==> config.mk <==
export PLATFORM = sky130hd
export DESIGN_NAME = pipe_ctrl
export DESIGN_NICKNAME = d
export VERILOG_FILES = /design/src/rtl/pipe_ctrl_pkg.sv /design/src/rtl/pipe_ctrl.sv
export SDC_FILE = /design/constraint.sdc
export NUM_CORES = 1
export LEC_CHECK = 0
export BUFFER_PORTS_ARGS = -buffer_cell sky130_fd_sc_hd__buf_4
export CORE_MARGIN = 2
export CORE_UTILIZATION = 40
export CTS_BUF_LIST = sky130_fd_sc_hd__clkbuf_4
export DETAILED_ROUTE_END_ITERATION = 10
export PLACE_DENSITY = 0.72
export SETUP_SLACK_MARGIN = 0.5
export SYNTH_ARGS = -nofsm -noshare
export SYNTH_HDL_FRONTEND = slang
export SYNTH_SLANG_ARGS = --single-unit
export TNS_END_PERCENT = 10
==> constraint.sdc <==
create_clock -name clk -period 2.63 [get_ports clk]
set_input_delay 0.526 -clock clk [delete_from_list [all_inputs] [get_ports clk]]
set_output_delay 0.526 -clock clk [all_outputs]
set_load 0.02 [all_outputs]
==> src/rtl/pipe_ctrl_pkg.sv <==
// pipe_ctrl_pkg: shared stall codes, stall bus width and FSM state encodings
package pipe_ctrl_pkg;
    localparam int StallBus = 6;
    typedef logic [StallBus-1:0] stall_bus_t;
    localparam stall_bus_t StallMem = 6'b011111;
    localparam stall_bus_t StallEx  = 6'b001111;
    localparam stall_bus_t StallId  = 6'b000111;
    localparam stall_bus_t StallIf  = 6'b000011;
    localparam stall_bus_t NoStall  = 6'b000000;
    typedef enum logic {RUN = 1'b0, PEND = 1'b1} state_t;
endpackage

==> src/rtl/pipe_ctrl.sv <==
// pipe_ctrl: pipeline stall decode, branch flush sequencing and event counters
module pipe_ctrl
    import pipe_ctrl_pkg::*;
(
    input  logic                clk,
    input  logic                rst,
    input  logic                stallreq_if,
    input  logic                stallreq_id,
    input  logic                stallreq_ex,
    input  logic                stallreq_mem,
    input  logic                branch_flag_i,
    input  logic [31:0]         branch_target_i,
    output logic [StallBus-1:0] stall_o,
    output logic                flush_o,
    output logic [31:0]         new_pc_o,
    output logic [31:0]         stall_cycles_o,
    output logic [15:0]         flush_count_o
);
    state_t      r_state, w_next_state;
    logic [31:0] r_pend_pc, w_next_pend_pc;
    logic [31:0] r_stall_cycles;
    logic [15:0] r_flush_count;
    stall_bus_t  w_stall_req;
    logic        w_busy;

    // A redirect cannot be applied while EX or MEM still hold live instructions
    assign w_busy         = stallreq_mem | stallreq_ex;
    assign stall_cycles_o = r_stall_cycles;
    assign flush_o        = !rst && !w_busy && (r_state == PEND || branch_flag_i);

    // Priority decode of stall requests, the deepest stage wins
    always_comb begin
        w_stall_req = stallreq_mem ? StallMem :
                      stallreq_ex  ? StallEx  :
                      stallreq_id  ? StallId  :
                      stallreq_if  ? StallIf  : NoStall;
    end

    // Next state, pending target and redirect outputs; a flush kills the stalled front end
    always_comb begin
        w_next_state   = r_state;
        w_next_pend_pc = r_pend_pc;
        stall_o        = (rst || flush_o) ? NoStall : w_stall_req;
        new_pc_o       = '0;
        if (flush_o)
            new_pc_o = (r_state == PEND) ? r_pend_pc : branch_target_i;
        if (!rst && r_state == RUN && branch_flag_i && w_busy) begin
            w_next_state   = PEND;
            w_next_pend_pc = branch_target_i;
        end
        if (!rst && r_state == PEND && !w_busy)
            w_next_state = RUN;
    end

    // State and pending redirect register; reset drops any pending redirect
    always_ff @(posedge clk) begin
        if (rst) begin
            r_state   <= RUN;
            r_pend_pc <= '0;
        end else begin
            r_state   <= w_next_state;
            r_pend_pc <= w_next_pend_pc;
        end
    end

    // Stall cycle counter wraps, flush counter saturates
    always_ff @(posedge clk) begin
        if (rst) begin
            r_stall_cycles <= '0;
            r_flush_count  <= '0;
        end else begin
            if (stall_o[0])
                r_stall_cycles <= r_stall_cycles + 32'd1;
            if (flush_o && r_flush_count != 16'hFFFF)
                r_flush_count <= r_flush_count + 16'd1;
        end
    end

    assign flush_count_o = r_flush_count;
endmodule

==> results.tsv, run 1 <==
stage	metric	value	unit
routing	Initial DRT Pass Iterations	4	
worst_setup_path	slowest cell on the critical path	or3_4	
worst_setup_path	CP startpoint kind	primary input	
synth	synthesized cell area	0.00398	mm^2
global_route	initial antenna violation count	0	
sta	Worst Hold Margin	344	ps
sta	final setup violation count	0	
layout	commonest non-fill, non-tap cell in the layout	buf_4	
worst_setup_path	CP max stage delay	390	ps
clock_network	clock buffer depth	2	
layout	commonest non-fill, non-tap cells in the layout	buf_4, dfxtp_1, nand2_1, nor2_1, a21oi_1	
routing	DRT Wirelength	10600	um
synth	sequential area share after synthesis	0.407	
floorplanning	die area	0.0108	mm^2
worst_setup_path	Crit Path Category	primary input to primary output	
sta	Rel. slew slack	0.542	
clock_network	Worst-path clk slew	130	ps
pwr	leakage power	0.00218	uW
layout	layout net count	673	
sta	Tcrit/Tclk final	0.885	
worst_setup_path	worst path required time	2100	ps
synth	most used flip-flop cell after synthesis	dfxtp_1	
worst_setup_path	CP Cell Sequence	buf_4 > or2_1 > or3_4 > buf_6 > buf_16 > nor2_4 > buf_4	
clock_network	htree depth	3	
global_route	largest net degree at the start of global routing	55	
placed_design	Port Buffer Count	124	
sta	Worst-Margin Slew	681	ps
floorplanning	# IOs	126	
worst_setup_path	critical path data arrival time	1800	ps
layout	area grow syn2layout	43.2	%
synth	Mapped Avg Cell Area	7.92	um^2
clock_network	CTS tree	yes	
floorplanning	number of core rows	36	
run	Max-Cap Viols	0	
clock_network	CTS sink count	81	
floorplanning	Die Height	104	um
layout	layout cell share with drive strength beyond 1	0.328	
hold_path	Hold Crit Class	primary input to flip-flop	
routing	post-route ant nets	0	
synth	Mapped Cells	503	
sta	Fin. Hold Viols	0	
pwr	peak supply drop	0.217	mV
placed_design	GPL Wtd Cong	0.800	
layout	utilization after layout	0.586	
worst_setup_path	Critical Path End Type	primary output	
floorplanning	Core ar.	0.00973	mm^2
synth	FFs w/ async S/R, synth	0	
clock_network	Clock Tree Root	clkbuf_4	
synth	syn_nets	544	
sta	RSZ-0062 raised after global routing	yes	
synth	Post-synth EDFFs	0	
routing	DR vias/cell	5.13	
worst_setup_path	CP max FO	5	
routing	DR DRC count	0	
status	status	finished, final reports clean	
clock_network	total CTS buffers	9	
global_route	first-pass GRT wire length	17700	um
routing	via count	3949	
layout	n_diodes	0	
global_route	gr usage total	0.196	
clock_network	Clk Latency, worst-skew pair	430	ps
routing	DR iter-0 viols	152	
sta	Max Clk Rate	430	MHz
sta	clk_skew	17.8	ps
sta	Final Max Slew Viols	0	
global_route	vias in the first global route	3719	
routing	Wirelength per Cell	13.8	um
sta	Tmin final	2330	ps
pwr	pwr dens	397	mW/mm^2
global_route	grt total ovfl	0	
synth	FF+latch count, synth	81	
floorplanning	Die W	104	um
floorplanning	initial core utilization	0.409	
sta	Final TNS setup	0	ps
synth	yosys warns	0	
synth	Synth cell types	41	
worst_setup_path	most used cell along the critical path	buf_4	
placed_design	Post-DP HPWL	7280	um
per-stage QoR:
step | setup slack [ps] | total power, uW | cell area, um^2 | std cells
after floorplan | 463 | 1500 | 4260 | 503
after global placement | 296 | 1610 | 5300 | 743
after detailed placement | 283 | 1620 | 5300 | 743
after CTS | 280 | 2290 | 5660 | 768
after global routing | 266 | 2360 | 5700 | 770
final | 303 | 2260 | 5700 | 770
cell families after synthesis:
family          synth area share
flops                      0.407
mux                       0.0933
xor+xnor                  0.0682
fa+ha+maj                0.00628
simple gates               0.308
buf+inv                   0.0364
other cells             0.000942
compound gates            0.0795
what timing repair did:
item / in CTS / in global routing
setup buffers: 6 / 2
pin swaps: 4 / 2
hold endpoints to repair: 0 / 0
resized for setup: 31 / 8
endpoints found under the setup margin: 37 / 43
gates cloned: 3 / 0
hold buffers: 0 / 0
cell usage after synthesis, types with 5 or more instances:
| cell type | instances | share of area |
|---|---|---|
| inv_1 | 5 | 0.0047 |
| and4_1 | 6 | 0.013 |
| clkbuf_1 | 20 | 0.019 |
| nor4_1 | 8 | 0.013 |
| or3_1 | 11 | 0.017 |
| xor2_1 | 11 | 0.024 |
| xnor2_1 | 20 | 0.044 |
| nand3_1 | 20 | 0.025 |
| o21ai_0 | 13 | 0.016 |
| nor2_1 | 79 | 0.074 |
| a21oi_1 | 42 | 0.053 |
| dfxtp_1 | 81 | 0.41 |
| nand4_1 | 13 | 0.020 |
| nand2_1 | 79 | 0.074 |
| mux2i_1 | 36 | 0.090 |
| nor3_1 | 11 | 0.014 |
layout make-up:
cell class / instances / area [um^2]
clock buffer: 9 / 67.6
clock inverter: 7 / 47.5
fill: 879 / 4030
inverter: 6 / 27.5
multi-input combinational: 387 / 2490
sequential: 81 / 1630
tap: 133 / 166
timing repair buffer: 147 / 1280
flip-flops by register name, summed over array words and instances, names as in the netlist:
signal,flops
flush_count_o,16
r_pend_pc,32
r_state,1
stall_cycles_o,32
power breakdown:
part / internal [uW] / total, uW / switching [uW]
registers: 1250 / 1270 / 19.1
clock network: 192 / 632 / 440
logic: 159 / 357 / 198
path summary, 6_finish.rpt:
| kind | to | cells after the start | start | slack, ps |
|---|---|---|---|---|
| worst max-delay path | new_pc_o[13] | 7 | stallreq_mem | 300 |
| worst min-delay path | r_pend_pc[3] | 3 | branch_target_i[3] | 340 |
| worst max register to register | stall_cycles_o[29] | 5 | stall_cycles_o[2] | 480 |
| worst min register to register | r_pend_pc[24] | 2 | r_pend_pc[24] | 460 |
layer usage:
layer  vias to the layer above  GRT usage  part of all wire
met2                       120      0.330              0.48
li1                       1985          -                 -
met4                         0     0.0753             0.016
met1                      1829      0.249              0.45
met5                         -          0                 0
met3                        15     0.0346             0.048
critical path: cells and delay by family:
kind / cells / cell delay [ps]
simple gates: 3 / 700
buf+inv: 4 / 560
No activity file was read; power rests on OpenSTA's default activity.
==> run 2, diff against run 1 <==
--- a/config.mk
+++ b/config.mk
@@ -12,6 +12,8 @@
 export DETAILED_ROUTE_END_ITERATION = 10
 export PLACE_DENSITY = 0.72
 export SETUP_SLACK_MARGIN = 0.5
+export SKIP_CTS_REPAIR_TIMING = 1
+export SKIP_LAST_GASP = 1
 export SYNTH_ARGS = -nofsm -noshare
 export SYNTH_HDL_FRONTEND = slang
 export SYNTH_SLANG_ARGS = --single-unit
==> constraint.sdc (replaced) <==
create_clock -name clk -period 2.35 [get_ports clk]
set_input_delay 0.47 -clock clk [delete_from_list [all_inputs] [get_ports clk]]
set_output_delay 0.47 -clock clk [all_outputs]
set_load 0.02 [all_outputs]
==> run 2 against run 1 <==
The run now ends with setup timing left; cell count is 0.39% lower; clock-buffer cell count stayed put; clock power is 12% higher; wire length shrank 2.8%; register-to-register slack got worse by 220 ps; sequential power up 12%; die area stayed put; combinational power rose by 8.1%; global-route usage decreased by 0.99 points; critical endpoint is now new_pc_o[9].
==> results.tsv, run 2 (synthesis gave the netlist of run 1 again) <==
stage	metric	value	unit	change
routing	Initial DRT Pass Iterations	4		unchanged
clock_network	Clock Tree Root	clkbuf_4		
global_route	gr usage total	0.186		-0.00993
routing	Wirelength per Cell	13.5	um	-2.4%
sta	Max Clk Rate	425	MHz	
placed_design	GPL Wtd Cong	0.827		+3.4%
worst_setup_path	worst path required time	1880	ps	-220 ps
floorplanning	# IOs	126		unchanged
layout	n_diodes	0		unchanged
run	Max-Cap Viols	0		unchanged
global_route	grt total ovfl	0		unchanged
layout	layout net count	670		-0.45%
layout	commonest non-fill, non-tap cells in the layout	buf_4, nand2_1, dfxtp_1, nor2_1, a21oi_1		
clock_network	Worst-path clk slew	130	ps	about the same
clock_network	clock buffer depth	2		unchanged
worst_setup_path	worst reg2reg startpoint	stall_cycles_o[10]		
hold_path	Hold Crit Start	branch_target_i[1]		
worst_setup_path	critical path data arrival time	1880	ps	+80 ps
clock_network	Clk Latency, worst-skew pair	430	ps	about the same
sta	Setup WS post-layout	-3.03	ps	-306 ps
layout	register area	0.00163	mm^2	+0.46%
clock_network	htree depth	3		unchanged
pwr	pwr dens	447	mW/mm^2	+13%
status	failing checks	setup timing		
routing	post-route ant nets	0		unchanged
layout	post-route cell area	0.00563	mm^2	-1.3%
worst_setup_path	FF-to-FF setup slack	260	ps	-220 ps
floorplanning	initial core utilization	0.409		unchanged
sta	clk_skew	18.1	ps	+0.279 ps
global_route	largest net degree at the start of global routing	64		+16%
floorplanning	Die W	104	um	unchanged
placed_design	Place WS	121	ps	-161 ps
sta	Tcrit/Tclk final	1.00		
worst_setup_path	Critical Path End Type	primary output		
worst_setup_path	CP startpoint kind	flip-flop		
worst_setup_path	Crit. Startpoint	r_state		
floorplanning	die area	0.0108	mm^2	unchanged
worst_setup_path	slowest cell on the critical path	or3_4		
sta	Tmin final	2350	ps	
layout	layout cell share with drive strength beyond 1	0.328		about the same
routing	DRT Wirelength	10300	um	-2.8%
worst_setup_path	Crit Path Category	flip-flop to primary output		
clock_network	CTS tree	yes		
clock_network	total CTS buffers	9		unchanged
layout	multi-input logic area	0.00248	mm^2	-0.60%
sta	RSZ-0062 raised after global routing	yes		
placed_design	placed instance area	0.00534	mm^2	+0.73%
sta	final setup violation count	2		+2
hold_path	Hold Crit Class	primary input to flip-flop		
sta	Rel. slew slack	0.562		+0.0202
pwr	peak supply drop	0.274	mV	+26%
sta	Worst-Margin Slew	651	ps	-30.0 ps
layout	FILL cells	911		+3.6%
status	status	finished, violations left		
pwr	leakage power	0.00213	uW	-2.4%
global_route	initial antenna violation count	0		unchanged
sta	Final Max Slew Viols	0		unchanged
sta	Final TNS setup	-4.99	ps	-4.99 ps
floorplanning	Die Height	104	um	unchanged
floorplanning	number of core rows	36		unchanged
routing	DR vias/cell	5.10		-0.63%
worst_setup_path	CP max FO	8		+3
clock_network	CTS sink count	81		unchanged
placed_design	Post-DP HPWL	7270	um	-0.26%
routing	DR iter-0 viols	115		-24%
worst_setup_path	CP max stage delay	470	ps	+80 ps
layout	commonest non-fill, non-tap cell in the layout	buf_4		
worst_setup_path	CP Cell Sequence	nor2_4 > buf_6 > or3_4 > clkbuf_16 > nor2_4 > buf_6		
routing	via count	3909		-1.0%
global_route	first-pass GRT wire length	16800	um	-4.9%
sta	Fin. Hold Viols	0		unchanged
floorplanning	Core ar.	0.00973	mm^2	unchanged
routing	DR DRC count	0		unchanged
global_route	vias in the first global route	3613		-2.9%
layout	area grow syn2layout	41.3	%	
placed_design	Port Buffer Count	124		unchanged
[run 2: cell count changes in the layout (fill, tap and decap cells not counted), sizes merged]
cell	delta
or3	+1
buf	-5
bufbuf	-1
clkbuf	+2
clkinvlp	+1
clkinv	-1
[run 2: through the flow]
stage          cells  hold slack [ps]   util  power [uW]
6_report         767              287  0.578        2520
3_3_place_gp     744              441  0.549        1810
4_1_cts          760              261  0.560        2530
2_1_floorplan    503              436      -        1690
3_5_place_dp     744              448  0.549        1820
5_1_grt          767              254  0.578        2650
[run 2: layout make-up]
class	count	area share
multi-input combinational	388	0.440
sequential	81	0.290
tap	133	0.0296
timing repair buffer	143	0.215
clock buffer	9	0.0120
clock inverter	7	0.00845
inverter	6	0.00489
[run 2: routing by layer]
layer,global-route usage,wire [um]
met5,0,0
met4,0.0598,96
met3,0.0422,582
met2,0.312,4960
met1,0.237,4710
[run 2: worst paths after layout]
check | end | cells after the start
hold / removal | r_pend_pc[1] | 3
setup / recovery | new_pc_o[9] | 6
setup reg to reg | stall_cycles_o[29] | 5
hold reg to reg | r_pend_pc[30] | 2
[run 2: critical path: cells and delay by family, from the launching register on]
| kind | cells | cell delay [ps] |
|---|---|---|
| buffers and inverters | 3 | 450 |
| DFF | 1 | 400 |
| and+or+nand+nor | 3 | 620 |
[run 2: power breakdown]
| group | internal, uW | switching, uW |
|---|---|---|
| Combinational | 168 | 218 |
| Sequential | 1400 | 21.3 |
| Clock | 213 | 494 |
| Total | 1780 | 733 |
==> run 3, diff against run 2 <==
==> constraint.sdc (replaced) <==
create_clock -name clk -period 2.35 [get_ports clk]
set_input_delay 0.235 -clock clk [delete_from_list [all_inputs] [get_ports clk]]
set_output_delay 0.235 -clock clk [all_outputs]
set_load 0.02 [all_outputs]
==> run 3 against run 2 <==
The run now ends clean; clock-buffer cell count grew 1; power grew 6.1%; via count grew 1.4%; sequential cell count is the same; sequential share of layout area grew 2.1 points; register-to-register slack gained 180 ps; largest cell class unchanged.
==> results.tsv, run 3 (synthesis gave the netlist of run 1 again) <==
stage	metric	value	unit	change
pwr	pwr dens	496	mW/mm^2	+11%
layout	area grow syn2layout	35.1	%	
worst_setup_path	worst reg2reg startpoint	r_state		
clock_network	Clock Tree Root	clkbuf_4		
clock_network	clock buffer depth	2		unchanged
layout	commonest non-fill, non-tap cells in the layout	buf_4, nand2_1, nor2_1, dfxtp_1, a21oi_1		
sta	Tcrit/Tclk final	0.839		-0.162
layout	n_diodes	0		unchanged
sta	Fin. Hold Viols	0		unchanged
worst_setup_path	Critical Path End Type	primary output		
worst_setup_path	critical path data arrival time	1740	ps	-140 ps
floorplanning	initial core utilization	0.409		unchanged
routing	via count	3965		+1.4%
layout	utilization after layout	0.553		-0.0256
placed_design	Post-DP HPWL	7560	um	+4.1%
layout	FILL cells	923		+1.3%
status	status	finished, final reports clean		
floorplanning	Die W	104	um	unchanged
worst_setup_path	Crit. Startpoint	r_state		
routing	post-route ant nets	0		unchanged
pwr	combinational share of power	0.126		-0.027
routing	DR DRC count	0		unchanged
global_route	initial antenna violation count	0		unchanged
global_route	first-pass GRT wire length	17200	um	+2.2%
worst_setup_path	CP max FO	14		+6
sta	Rel. slew slack	0.514		-0.0478
sta	RSZ-0062 raised after global routing	yes		
hold_path	Cells on Worst Hold Path	3		unchanged
clock_network	Clk Latency, worst-skew pair	420	ps	about the same
global_route	vias in the first global route	3612		-0.028%
global_route	gr usage total	0.190		+0.00434
placed_design	Place WS	308	ps	+187 ps
routing	Initial DRT Pass Iterations	4		unchanged
pwr	clock power share	0.346		+0.065
routing	Wirelength per Cell	14.0	um	+3.8%
floorplanning	number of core rows	36		unchanged
layout	layout net count	663		-1.0%
clock_network	htree depth	3		unchanged
worst_setup_path	CP startpoint kind	flip-flop		
pwr	Sw Share	0.260		-0.0315
sta	Worst-Margin Slew	719	ps	+68.2 ps
run	Max-Cap Viols	0		unchanged
worst_setup_path	worst r2r dst	flush_count_o[15]		
pwr	Sw Pwr	694	uW	-5.3%
placed_design	Port Buffer Count	124		unchanged
sta	Max Clk Rate	507	MHz	+19%
sta	Setup WS post-layout	378	ps	+381 ps
sta	Final Max Slew Viols	0		unchanged
floorplanning	Die Height	104	um	unchanged
worst_setup_path	CP max stage delay	440	ps	-30 ps
worst_setup_path	Worst path top cell family by delay	simple AND/OR/NAND/NOR gates		
pwr	leakage power	0.00210	uW	-1.4%
floorplanning	Core ar.	0.00973	mm^2	unchanged
sta	clk_skew	16.4	ps	-1.69 ps
pwr	cell internal pwr	1980	uW	+11%
layout	post-route cell area	0.00538	mm^2	-4.4%
worst_setup_path	crit path capture	new_pc_o[22]		
clock_network	CTS sink count	81		unchanged
layout	layout cell share with drive strength beyond 1	0.308		-0.0203
layout	commonest non-fill, non-tap cell in the layout	buf_4		
clock_network	CTS tree	yes		
worst_setup_path	FF-to-FF setup slack	440	ps	+180 ps
sta	final setup violation count	0		-2
global_route	largest net degree at the start of global routing	56		-13%
placed_design	placed instance area	0.00510	mm^2	-4.4%
worst_setup_path	worst path required time	2120	ps	+240 ps
floorplanning	die area	0.0108	mm^2	unchanged
routing	DR vias/cell	5.22		+2.4%
clock_network	Worst-path clk slew	140	ps	about the same
global_route	grt total ovfl	0		unchanged
sta	Tmin final	1970	ps	-381 ps
routing	DR iter-0 viols	192		+67%
pwr	sequential share of power	0.528		-0.038
placed_design	GPL Wtd Cong	0.846		+2.3%
pwr	peak supply drop	0.327	mV	+19%
routing	DRT Wirelength	10600	um	+2.8%
worst_setup_path	CP Cell Sequence	nor2_4 > or3_4 > buf_12 > nor2_1 > buf_4		
worst_setup_path	CP Buf/Inv Count	2		-1
sta	Final TNS setup	0	ps	+4.99 ps
worst_setup_path	R2R depth	7		+2
clock_network	total CTS buffers	9		unchanged
worst_setup_path	Crit. path cell count	5		-1
worst_setup_path	slowest cell on the critical path	or3_4		
worst_setup_path	Crit Path Category	flip-flop to primary output		
floorplanning	# IOs	126		unchanged
hold_path	Hold Crit Class	primary input to flip-flop		
[run 3: changes by cell type in the layout (fill, tap and decap cells not counted), moves of 2 or more]
| cell | previous run | this run |
|---|---|---|
| nor2_2 | 1 | 9 |
| nor2_1 | 47 | 69 |
| nor2_4 | 32 | 2 |
| clkinvlp_4 | 3 | 1 |
| dfxtp_1 | 74 | 65 |
| dfxtp_4 | 1 | 13 |
| bufinv_16 | 0 | 2 |
| buf_6 | 20 | 3 |
| clkinv_4 | 3 | 0 |
| buf_4 | 119 | 131 |
| dfxtp_2 | 6 | 3 |
[run 3: how the worst min path moves through the flow]
| stage | from | to | slack, ps |
|---|---|---|---|
| floorplan | branch_target_i[0] | r_pend_pc[0] | 370 |
| global placement | r_pend_pc[26] | r_pend_pc[26] | 440 |
| detailed placement | r_pend_pc[5] | r_pend_pc[5] | 450 |
| CTS | branch_target_i[8] | r_pend_pc[8] | 20 |
| global route | branch_target_i[13] | r_pend_pc[13] | 40 |
| finish | branch_target_i[8] | r_pend_pc[8] | 50 |
[run 3: per-layer routing]
| layer | vias up | share of wire | routed length, um | GRT usage |
|---|---|---|---|---|
| met1 | 1873 | 0.43 | 4590 | 0.237 |
| met4 | 0 | 0.018 | 195 | 0.0714 |
| met5 | - | 0 | 0 | 0 |
| met3 | 17 | 0.051 | 545 | 0.0378 |
| met2 | 102 | 0.50 | 5310 | 0.325 |
| li1 | 1973 | - | - | - |
[run 3: area by class of cell]
class	instances	area, um^2	area share
multi-input combinational	387	2280	0.424
tap	133	166	0.0309
sequential	81	1670	0.311
clock buffer	10	75.1	0.0140
clock inverter	6	81.3	0.0151
inverter	6	23.8	0.00442
timing repair buffer	137	1080	0.200
[run 3: power groups by stage]
| stage | Clock [uW] | Combinational, uW | Sequential (uW) |
|---|---|---|---|
| final | 923 | 337 | 1410 |
| after CTS | 942 | 322 | 1410 |
| after floorplan | 0 | 187 | 1440 |
| after global routing | 1000 | 368 | 1410 |
| after detailed placement | 0 | 322 | 1440 |
| after global placement | 0 | 316 | 1440 |
[run 3: worst min-delay path, cell delays in order]
cell,delay (ps)
buf_4,110
nand2_1,50
a21oi_1,50
[run 3: per-stage QoR]
stage	instances	power (uW)	hold slack (ps)
after global routing	760	2780	43.7
after detailed placement	741	1760	448
after floorplan	503	1630	371
after CTS	757	2670	24.3
final	760	2670	52.5
after global placement	741	1750	442
